File: src/rtl/seg_pkg.sv
// Purpose: shared constants, scan-state encoding and counter-width helper for the 7-segment scan controller.
// Latency: n/a (declarations only).
// Backpressure: n/a.
package seg_pkg;

    // Active-low segment pattern with every segment dark.
    localparam logic [6:0] SEG_OFF = 7'h7F;

    typedef enum logic {
        BLANK = 1'b0,
        SHOW  = 1'b1
    } scan_state_e;

    // Width of the shared phase counter. It must hold max(SHOW_CYC, BLANK_CYC)-1.
    // The width is never less than one bit, so a 1-cycle phase still gets a real register.
    function automatic int cnt_width(input int show_cyc, input int blank_cyc);
        int m;
        int w;
        m = (show_cyc > blank_cyc) ? show_cyc : blank_cyc;
        w = $clog2(m);
        return (w < 1) ? 1 : w;
    endfunction

endpackage

File: src/rtl/seg_phase_timer.sv
// Purpose: loadable down-counter that times the BLANK and SHOW phases of one digit slot.
// Latency: done is combinational from the count; a load takes effect on the next edge.
// Backpressure: none; a load always overrides the count.
//
// Ports:
//   clk, rst         clock and synchronous active-high reset (count clears to 0)
//   load, load_val   reload the counter with load_val (phase length - 1)
//   done             high while the count is 0, i.e. the last cycle of the phase
module seg_phase_timer #(
    parameter int W = 8
) (
    input  logic         clk,
    input  logic         rst,
    input  logic         load,
    input  logic [W-1:0] load_val,
    output logic         done
);

    logic [W-1:0] count;

    always_ff @(posedge clk) begin
        if (rst) begin
            count <= '0;
        end else if (load) begin
            count <= load_val;
        end else if (count != '0) begin
            count <= count - W'(1);
        end
    end

    assign done = (count == '0);

endmodule

File: src/rtl/seg_scan_controller.sv
// Purpose: time-multiplexes N_DIGITS 7-segment digits through one external hex decoder, with blanking between digits.
// Latency: a word that is accepted is shown from the next frame boundary. All display outputs are registered.
// Backpressure: load_ready is low while a word is pending. load_valid is ignored (no stall) until that word commits.
//
// Ports:
//   clk, rst                 single clock, synchronous active-high reset
//   load_valid/load_ready    valid-ready handshake for a new display word
//   load_data, load_blank    nibble i = load_data[4*i+3:4*i]; load_blank[i]=1 keeps digit i dark
//   dec_nibble -> dec_seg    round trip through the shared combinational hex decoder (active-low result)
//   seg, an                  active-low segment and anode drive; at most one anode is low
//   frame_start              one-cycle pulse in the first BLANK cycle of digit 0
module seg_scan_controller
    import seg_pkg::*;
#(
    parameter int N_DIGITS  = 4,
    parameter int SHOW_CYC  = 6750,
    parameter int BLANK_CYC = 64
) (
    input  logic                  clk,
    input  logic                  rst,
    input  logic                  load_valid,
    output logic                  load_ready,
    input  logic [4*N_DIGITS-1:0] load_data,
    input  logic [N_DIGITS-1:0]   load_blank,
    output logic [3:0]            dec_nibble,
    input  logic [6:0]            dec_seg,
    output logic [6:0]            seg,
    output logic [N_DIGITS-1:0]   an,
    output logic                  frame_start
);

    localparam int CNT_W = cnt_width(SHOW_CYC, BLANK_CYC);
    localparam int IDX_W = $clog2(N_DIGITS);

    localparam logic [CNT_W-1:0]    BLANK_LD = CNT_W'(BLANK_CYC - 1);
    localparam logic [CNT_W-1:0]    SHOW_LD  = CNT_W'(SHOW_CYC - 1);
    localparam logic [IDX_W-1:0]    LAST_IDX = IDX_W'(N_DIGITS - 1);
    localparam logic [N_DIGITS-1:0] AN_OFF   = '1;

    scan_state_e           state;
    logic [IDX_W-1:0]      idx;
    // Set by reset. The first edge after reset then starts frame 0 cleanly,
    // which gives frame_start and a full-length BLANK for digit 0.
    logic                  boot;

    logic [4*N_DIGITS-1:0] act_data;
    logic [N_DIGITS-1:0]   act_blank;
    logic [4*N_DIGITS-1:0] pend_data;
    logic [N_DIGITS-1:0]   pend_blank;
    logic                  pend_full;

    logic                  phase_done;
    logic                  phase_load;
    logic [CNT_W-1:0]      phase_val;

    logic                  enter_blank;
    logic                  enter_show;
    logic [IDX_W-1:0]      next_idx;
    logic                  frame_entry;
    logic                  commit;
    logic                  accept;
    logic [4*N_DIGITS-1:0] src_data;
    logic [3:0]            src_nib [N_DIGITS];
    logic [3:0]            next_nibble;
    logic [N_DIGITS-1:0]   an_show;

    // Slot sequencing: BLANK -> SHOW -> BLANK of the next digit.
    always_comb begin
        enter_blank = 1'b0;
        enter_show  = 1'b0;
        next_idx    = idx;
        if (boot) begin
            enter_blank = 1'b1;
            next_idx    = '0;
        end else if (phase_done) begin
            if (state == BLANK) begin
                enter_show = 1'b1;
            end else begin
                enter_blank = 1'b1;
                next_idx    = (idx == LAST_IDX) ? '0 : idx + IDX_W'(1);
            end
        end
    end

    assign frame_entry = enter_blank && (next_idx == '0);
    assign commit      = frame_entry && pend_full;
    // commit and accept are mutually exclusive (pend_full selects one of them).
    // A word offered on a frame-boundary edge therefore waits a full frame.
    assign accept      = load_valid && !pend_full;
    assign load_ready  = !pend_full;

    // The first BLANK cycle of a frame must already present the newly committed nibble.
    assign src_data = commit ? pend_data : act_data;

    always_comb begin
        for (int i = 0; i < N_DIGITS; i++) begin
            src_nib[i] = src_data[4*i +: 4];
        end
    end

    assign next_nibble = src_nib[next_idx];
    assign an_show     = act_blank[idx] ? AN_OFF : ~(N_DIGITS'(1) << idx);

    assign phase_load = enter_blank || enter_show;
    assign phase_val  = enter_show ? SHOW_LD : BLANK_LD;

    seg_phase_timer #(
        .W (CNT_W)
    ) u_timer (
        .clk      (clk),
        .rst      (rst),
        .load     (phase_load),
        .load_val (phase_val),
        .done     (phase_done)
    );

    always_ff @(posedge clk) begin
        if (rst) begin
            state       <= BLANK;
            idx         <= '0;
            boot        <= 1'b1;
            act_data    <= '0;
            act_blank   <= '1;
            pend_data   <= '0;
            pend_blank  <= '0;
            pend_full   <= 1'b0;
            dec_nibble  <= '0;
            seg         <= SEG_OFF;
            an          <= AN_OFF;
            frame_start <= 1'b0;
        end else begin
            boot        <= 1'b0;
            frame_start <= frame_entry;

            // Capture on every BLANK cycle, so the value that SHOW holds comes from a settled decoder.
            // seg only changes while all anodes are off.
            if (state == BLANK) begin
                seg <= act_blank[idx] ? SEG_OFF : dec_seg;
            end

            if (enter_blank) begin
                state      <= BLANK;
                idx        <= next_idx;
                an         <= AN_OFF;
                dec_nibble <= next_nibble;
            end else if (enter_show) begin
                state <= SHOW;
                an    <= an_show;
            end

            if (commit) begin
                act_data  <= pend_data;
                act_blank <= pend_blank;
                pend_full <= 1'b0;
            end else if (accept) begin
                pend_data  <= load_data;
                pend_blank <= load_blank;
                pend_full  <= 1'b1;
            end
        end
    end

endmodule

File: config.mk
export PLATFORM = sky130hd
export DESIGN_NAME = seg_scan_controller
export DESIGN_NICKNAME = d
export VERILOG_FILES = /design/src/rtl/seg_pkg.sv /design/src/rtl/seg_phase_timer.sv /design/src/rtl/seg_scan_controller.sv
export SDC_FILE = /design/constraint.sdc
export NUM_CORES = 1
export LEC_CHECK = 0
export CORE_MARGIN = 8
export CORE_UTILIZATION = 58
export DETAILED_ROUTE_END_ITERATION = 10
export GPL_ROUTABILITY_DRIVEN = 0
export GPL_TIMING_DRIVEN = 0
export PLACE_DENSITY = 0.83
export SYNTH_ARGS = -nofsm -noshare
export SYNTH_HDL_FRONTEND = slang
export SYNTH_SLANG_ARGS = --single-unit
File: constraint.sdc
create_clock -name clk -period 3.8 [get_ports clk]
set_clock_uncertainty 0.15 [all_clocks]
set_input_delay 0.76 -clock clk [delete_from_list [all_inputs] [get_ports clk]]
set_output_delay 0.76 -clock clk [all_outputs]
set_load 0.01 [all_outputs]
After elaboration in Yosys (flattened, before gate mapping)
Index checks and enable logic that the tools add are counted.
- register bits after elaboration: 74
- latch bits: 0
- bits in writable memories: 0
- memory bits (read-only): 0
- input port bits: 30
- logic and storage cells: 56
- memories: 0
- $add $sub $neg: 2
- multiply operators: 0
- divide/modulo/power cells: 0
- order comparisons: 2
- equal/unequal tests: 1
- shift-type cells: 1
- mux-type cells: 22
- bitwise logic cells: 3
- reductions and logical operators: 12
- operators by type and width (kind ; number):
    $mux W13 ; 3
    $mux W16 ; 1
    $logic_not A13 Y1 ; 1
    $reduce_bool A13 Y1 ; 1
    $sub A13 B1 Y13 const B ; 1
    $mux W4 ; 3
    $bmux W4 S2 ; 1
    $mux W1 ; 8
    $mux W2 ; 4
    $mux W7 ; 1
    $not A4 Y4 ; 1
    $reduce_or A2 Y1 ; 2
    $shl A1 B2 Y4 const A ; 1
    $ge A3 B3 Y1 const B ; 1
    $logic_and A1 B1 Y1 ; 3
    $lt A2 B3 Y1 const B ; 1
    $not A2 Y3 ; 1
    $add A2 B1 Y2 const B ; 1
    $bmux W1 S2 ; 1
    $eq A2 B2 Y1 const B ; 1
    $logic_not A2 Y1 ; 1
    $reduce_and A2 Y1 ; 1
    $reduce_bool A2 Y1 ; 1
    $logic_not A1 Y1 ; 1
    2 further kinds ; 2

Depth between registers and ports, before layout
- word-level depth: 12
- gate-level depth with buffers: 9
- mapped depth without buffers: 7

Cells and area by module
A second synthesis with hierarchy kept.
- cells, all modules: 362
- area total of the unflattened synthesis: 3216.8 µm²
- by module, submodules not included (module ; instances ; cells an instance ; area each (µm²) ; sequential area each (µm²)):
    seg_scan_controller ; 1 ; 272 ; 2453.6 ; 1221.2
    seg_phase_timer ; 1 ; 90 ; 763.2 ; 260.2

Worst setup path after synthesis
OpenSTA, ideal clock, no wires.
- kind: reg2reg
- start point: register idx[0]
- end point: register dec_nibble[0]
- arrival: 2023 ps
- slack: 1509 ps
- stages on the path, launching flop included: 9
- buffers on the path: 1
- cells stage by stage: dfxtp_1 > clkbuf_1 > inv_1 > ha_1 > o21ba_2 > o21ai_0 > mux2i_1 > mux2i_1 > o2bb2ai_1
- word-level cells in the longest chain between the ends: 12
- elaborated cells between the ends (all ways): 14
- classes of those cells: add/sub: 1; eq/ne: 1; mux: 8; bitwise: 1; reduce/logical: 3
- RTL lines (what ; RTL line ; source):
    start: declaration ; seg_scan_controller.sv:41 ; logic [IDX_W-1:0] idx;
    start signal: assignment ; seg_scan_controller.sv:143 ; idx <= next_idx;
    $add A2 B1 Y2 / $eq A2 B2 Y1 (equally long branches) ; seg_scan_controller.sv:80 ; next_idx = (idx == LAST_IDX) ? '0 : idx + IDX_W'(1);
    $mux W2 ; seg_scan_controller.sv:80 ;
    $mux W2 ; seg_scan_controller.sv:76 ; if (state == BLANK) begin
    $mux W2 * ; seg_scan_controller.sv:75 ; end else if (phase_done) begin
    $mux W2 * ; seg_scan_controller.sv:72 ; if (boot) begin
    $logic_not A2 Y1 ; seg_scan_controller.sv:85 ; assign frame_entry = enter_blank && (next_idx == '0);
    $logic_and A1 B1 Y1 ; seg_scan_controller.sv:85 ;
    $logic_and A1 B1 Y1 ; seg_scan_controller.sv:86 ; assign commit = frame_entry && pend_full;
    $mux W16 ; - ;
    $bmux W4 S2 * ; seg_scan_controller.sv:101 ; assign next_nibble = src_nib[next_idx];
    $mux W4 (implied by the code) * (2 in series) ; seg_scan_controller.sv:101 ;
    end signal: assignment ; seg_scan_controller.sv:145 ; dec_nibble <= next_nibble;
    end: declaration ; seg_scan_controller.sv:25 ; output logic [3:0] dec_nibble,
Mark *: on every way between the ends. The rest lies on a longest branch, timed or not. The select of a mux whose other input is x is not followed.
A chain may end at the register's enable or synchronous reset.

Worst setup path in the final report
Same ends and word-level chain as after synthesis.

==> out/results.txt <==
most area-consuming cells after synthesis: dfxtp_1, a21oi_1, nand2_1
reg-to-reg slack, setup: 1.03 ns
Die W: 91.7 um
area leader, netlist: dfxtp_1
Mapped Nets: 417
Hold EP: pend_data[8]
Final Setup Violations: 0
maximum clock insertion buffer count: 2
Fillers: 454
wire length per cell: 15.5 um
Syn Area/Cell: 8.71 um^2
Slew HR: 47.2%
peak supply drop: 0.306 mV
type of origin of the critical path: flip-flop
Max Fclk: 360 MHz
Hold WC Path Type: reg2reg
Synth top cells by count: dfxtp_1, a21oi_1, nand2_1
Maximum Capacitance Violations: 0
Pleak: 1.54 nW
Antenna Nets Post-Route: 0
via count: 2923
dpl hpwl: 5690 um
Seq/Total Area, Yosys: 44.6%
first-pass GRT wire length: 13600 um
Max H-tree Level: 3
count of yosys warnings during synthesis: 0
total detailed-routing wirelength: 7980 um
crit path DAT: 2.86 ns
die area: 8400 um^2
Most used DFF post-synth: dfxtp_1
fin crit period: 2.77 ns
io pins: 47
Crit Path Max Fanout: 9
Cell Rows: 27
antenna violations before repair: 0
worst-skew pair later-pin latency: 0.34 ns
pwr/cell area: 400 nW/um^2
worst hold path depth: 2
final-report max-slew violation count: 0
crit path capture type: flip-flop
TritonCTS clock tree: built
Least-Margin Pin Slew: 0.781 ns
pin count of the biggest net entering global routing: 12
R2R cell count: 8
CTS Sinks: 74
Num CTS Buffers: 9
clock slew at reported path FFs: 0.07 ns
clock root buffer: clkbuf_8
Design Power: 1.62 mW
initial core utilization: 60.3%
min-delay src: pend_data[8]
most common cell in the netlist: dfxtp_1
Final Hold Fails: 0
TNS Setup: 0 ns
R2R Path Start: idx[0]
buffers added on ports: 46
outcome: completed
Setup Crit Path Kind: reg2reg
Die H: 91.7 um
Final Cycle Share: 73.0%
core area: 5510 um^2
Inserted Diodes: 0
fraction of layout cells with a size suffix above 1: 7.00%
Reg2Reg Capture Point: dec_nibble[0]
vias in the first global route: 2946
Post-Synthesis Cells: 381
Post-CTS Setup Bufs: 0
post-synthesis cell type count: 45
RSZ-0062 raised after global routing: no
Post-synth EDFFs: 0
asr flop ratio synth: 0%
First-pass DRT Iterations: 5
hold buffers post-CTS: 0
residual DRC count: 0
final core utilization: 73.5%
vias per std cell: 5.68
mapped cell area: 3320 um^2
nets@finish: 474
total track usage: 19.8%
Congestion Overflow GR: 0
Yosys reg bits: 74
drt initial violations: 177
top cell type's share of synthesized area: 44.6%
# resized after CTS: 0
Area Overhead vs Synth: 22.0%
Worst Path Required: 3.88 ns
## registers in the layout, indices dropped and copies added (netlist names)
name           count
act_data          16
pend_data         16
u_timer.count     13
seg                7
act_blank          4
an                 4
dec_nibble         4
pend_blank         4
idx                2
boot               1
frame_start        1
pend_full          1
state              1
## where the power goes
| group | internal [mW] | total, mW | leakage, nW | switching [mW] |
|---|---|---|---|---|
| Combinational | 0.0960 | 0.203 | 0.841 | 0.107 |
| Sequential | 0.810 | 0.839 | 0.605 | 0.0294 |
| Clock | 0.302 | 0.576 | 0.0914 | 0.274 |
| Total | 1.21 | 1.62 | 1.54 | 0.410 |
## layout make-up
class                      count  area, um^2  area share (%)
sequential                    74        1480            36.6
timing repair buffer          46         460            11.4
buffer                        26         116            2.87
clock inverter                 3        40.0           0.989
tap                           72        90.1            2.22
clock buffer                  13         139            3.43
multi-input combinational    271        1680            41.6
inverter                      10        37.5           0.927
## worst max-delay path, cell delays in order, from the launching register on
cell	delay, ns
dfxtp_1	0.37
clkbuf_1	0.37
inv_1	0.14
ha_1	0.44
o21ba_2	0.27
o21ai_0	0.07
mux2i_1	0.51
mux2i_1	0.26
o2bb2ai_1	0.09
## through the flow
step           hold slack (ns)  worst slack [ns]  cells  area [um^2]
2_1_floorplan            0.280              1.51    381         3320
3_3_place_gp             0.292              1.08    499         3870
3_5_place_dp             0.299              1.05    499         3870
4_1_cts                  0.310              1.07    515         4050
5_1_grt                  0.323             0.838    515         4050
6_report                 0.308              1.03    515         4050
## metal layers
| layer | GRT usage (%) | routed length, um | vias up |
|---|---|---|---|
| li1 | - | - | 1456 |
| met1 | 22.6 | 3410 | 1384 |
| met2 | 33.6 | 3970 | 66 |
| met3 | 4.24 | 385 | 17 |
| met4 | 11.6 | 212 | 0 |
| met5 | 0 | 0 | - |
## cell usage in the layout, fill, tap and decap left out, types with 3 or more instances in the layout
cell type and instances:
a211o_1 4, buf_1 3, clkdlybuf4s50_1 46, and3_1 5, nor3_1 16, xnor2_1 4, mux2i_1 11, xor2_1 7
mux2_2 4, inv_1 10, clkbuf_1 21, nor4_1 3, o22ai_1 4, buf_2 3, o211ai_1 4, nor3b_1 5
nor2b_1 12, o2bb2ai_1 4, dfxtp_1 74, a21oi_1 53, nand2_1 51, clkbuf_8 9, ha_1 6, nand3_1 18
nor2_1 7, o21bai_1 8, o21ai_0 22
## cells by family after synthesis
group | after synthesis | share of synthesized area, %
flops | 74 | 44.6
fa+ha+maj | 6 | 2.26
xor+xnor | 11 | 2.90
simple gates | 130 | 21.0
buf+inv | 36 | 4.64
compound gates | 107 | 18.8
mux | 17 | 5.80
## worst max path at each step
| stage | slack, ns | start | cells after the start | end |
|---|---|---|---|---|
| after detailed placement | 1.05 | rst | 5 | pend_data[7] |
| after global placement | 1.08 | rst | 5 | u_timer.count[5] |
| after floorplan | 1.51 | idx[0] | 8 | dec_nibble[0] |
| final | 1.03 | idx[0] | 8 | dec_nibble[0] |
| after CTS | 1.07 | idx[0] | 8 | dec_nibble[0] |
| after global routing | 0.84 | idx[0] | 8 | act_data[8] |
Note: power is estimated with default switching activity, not from simulation.
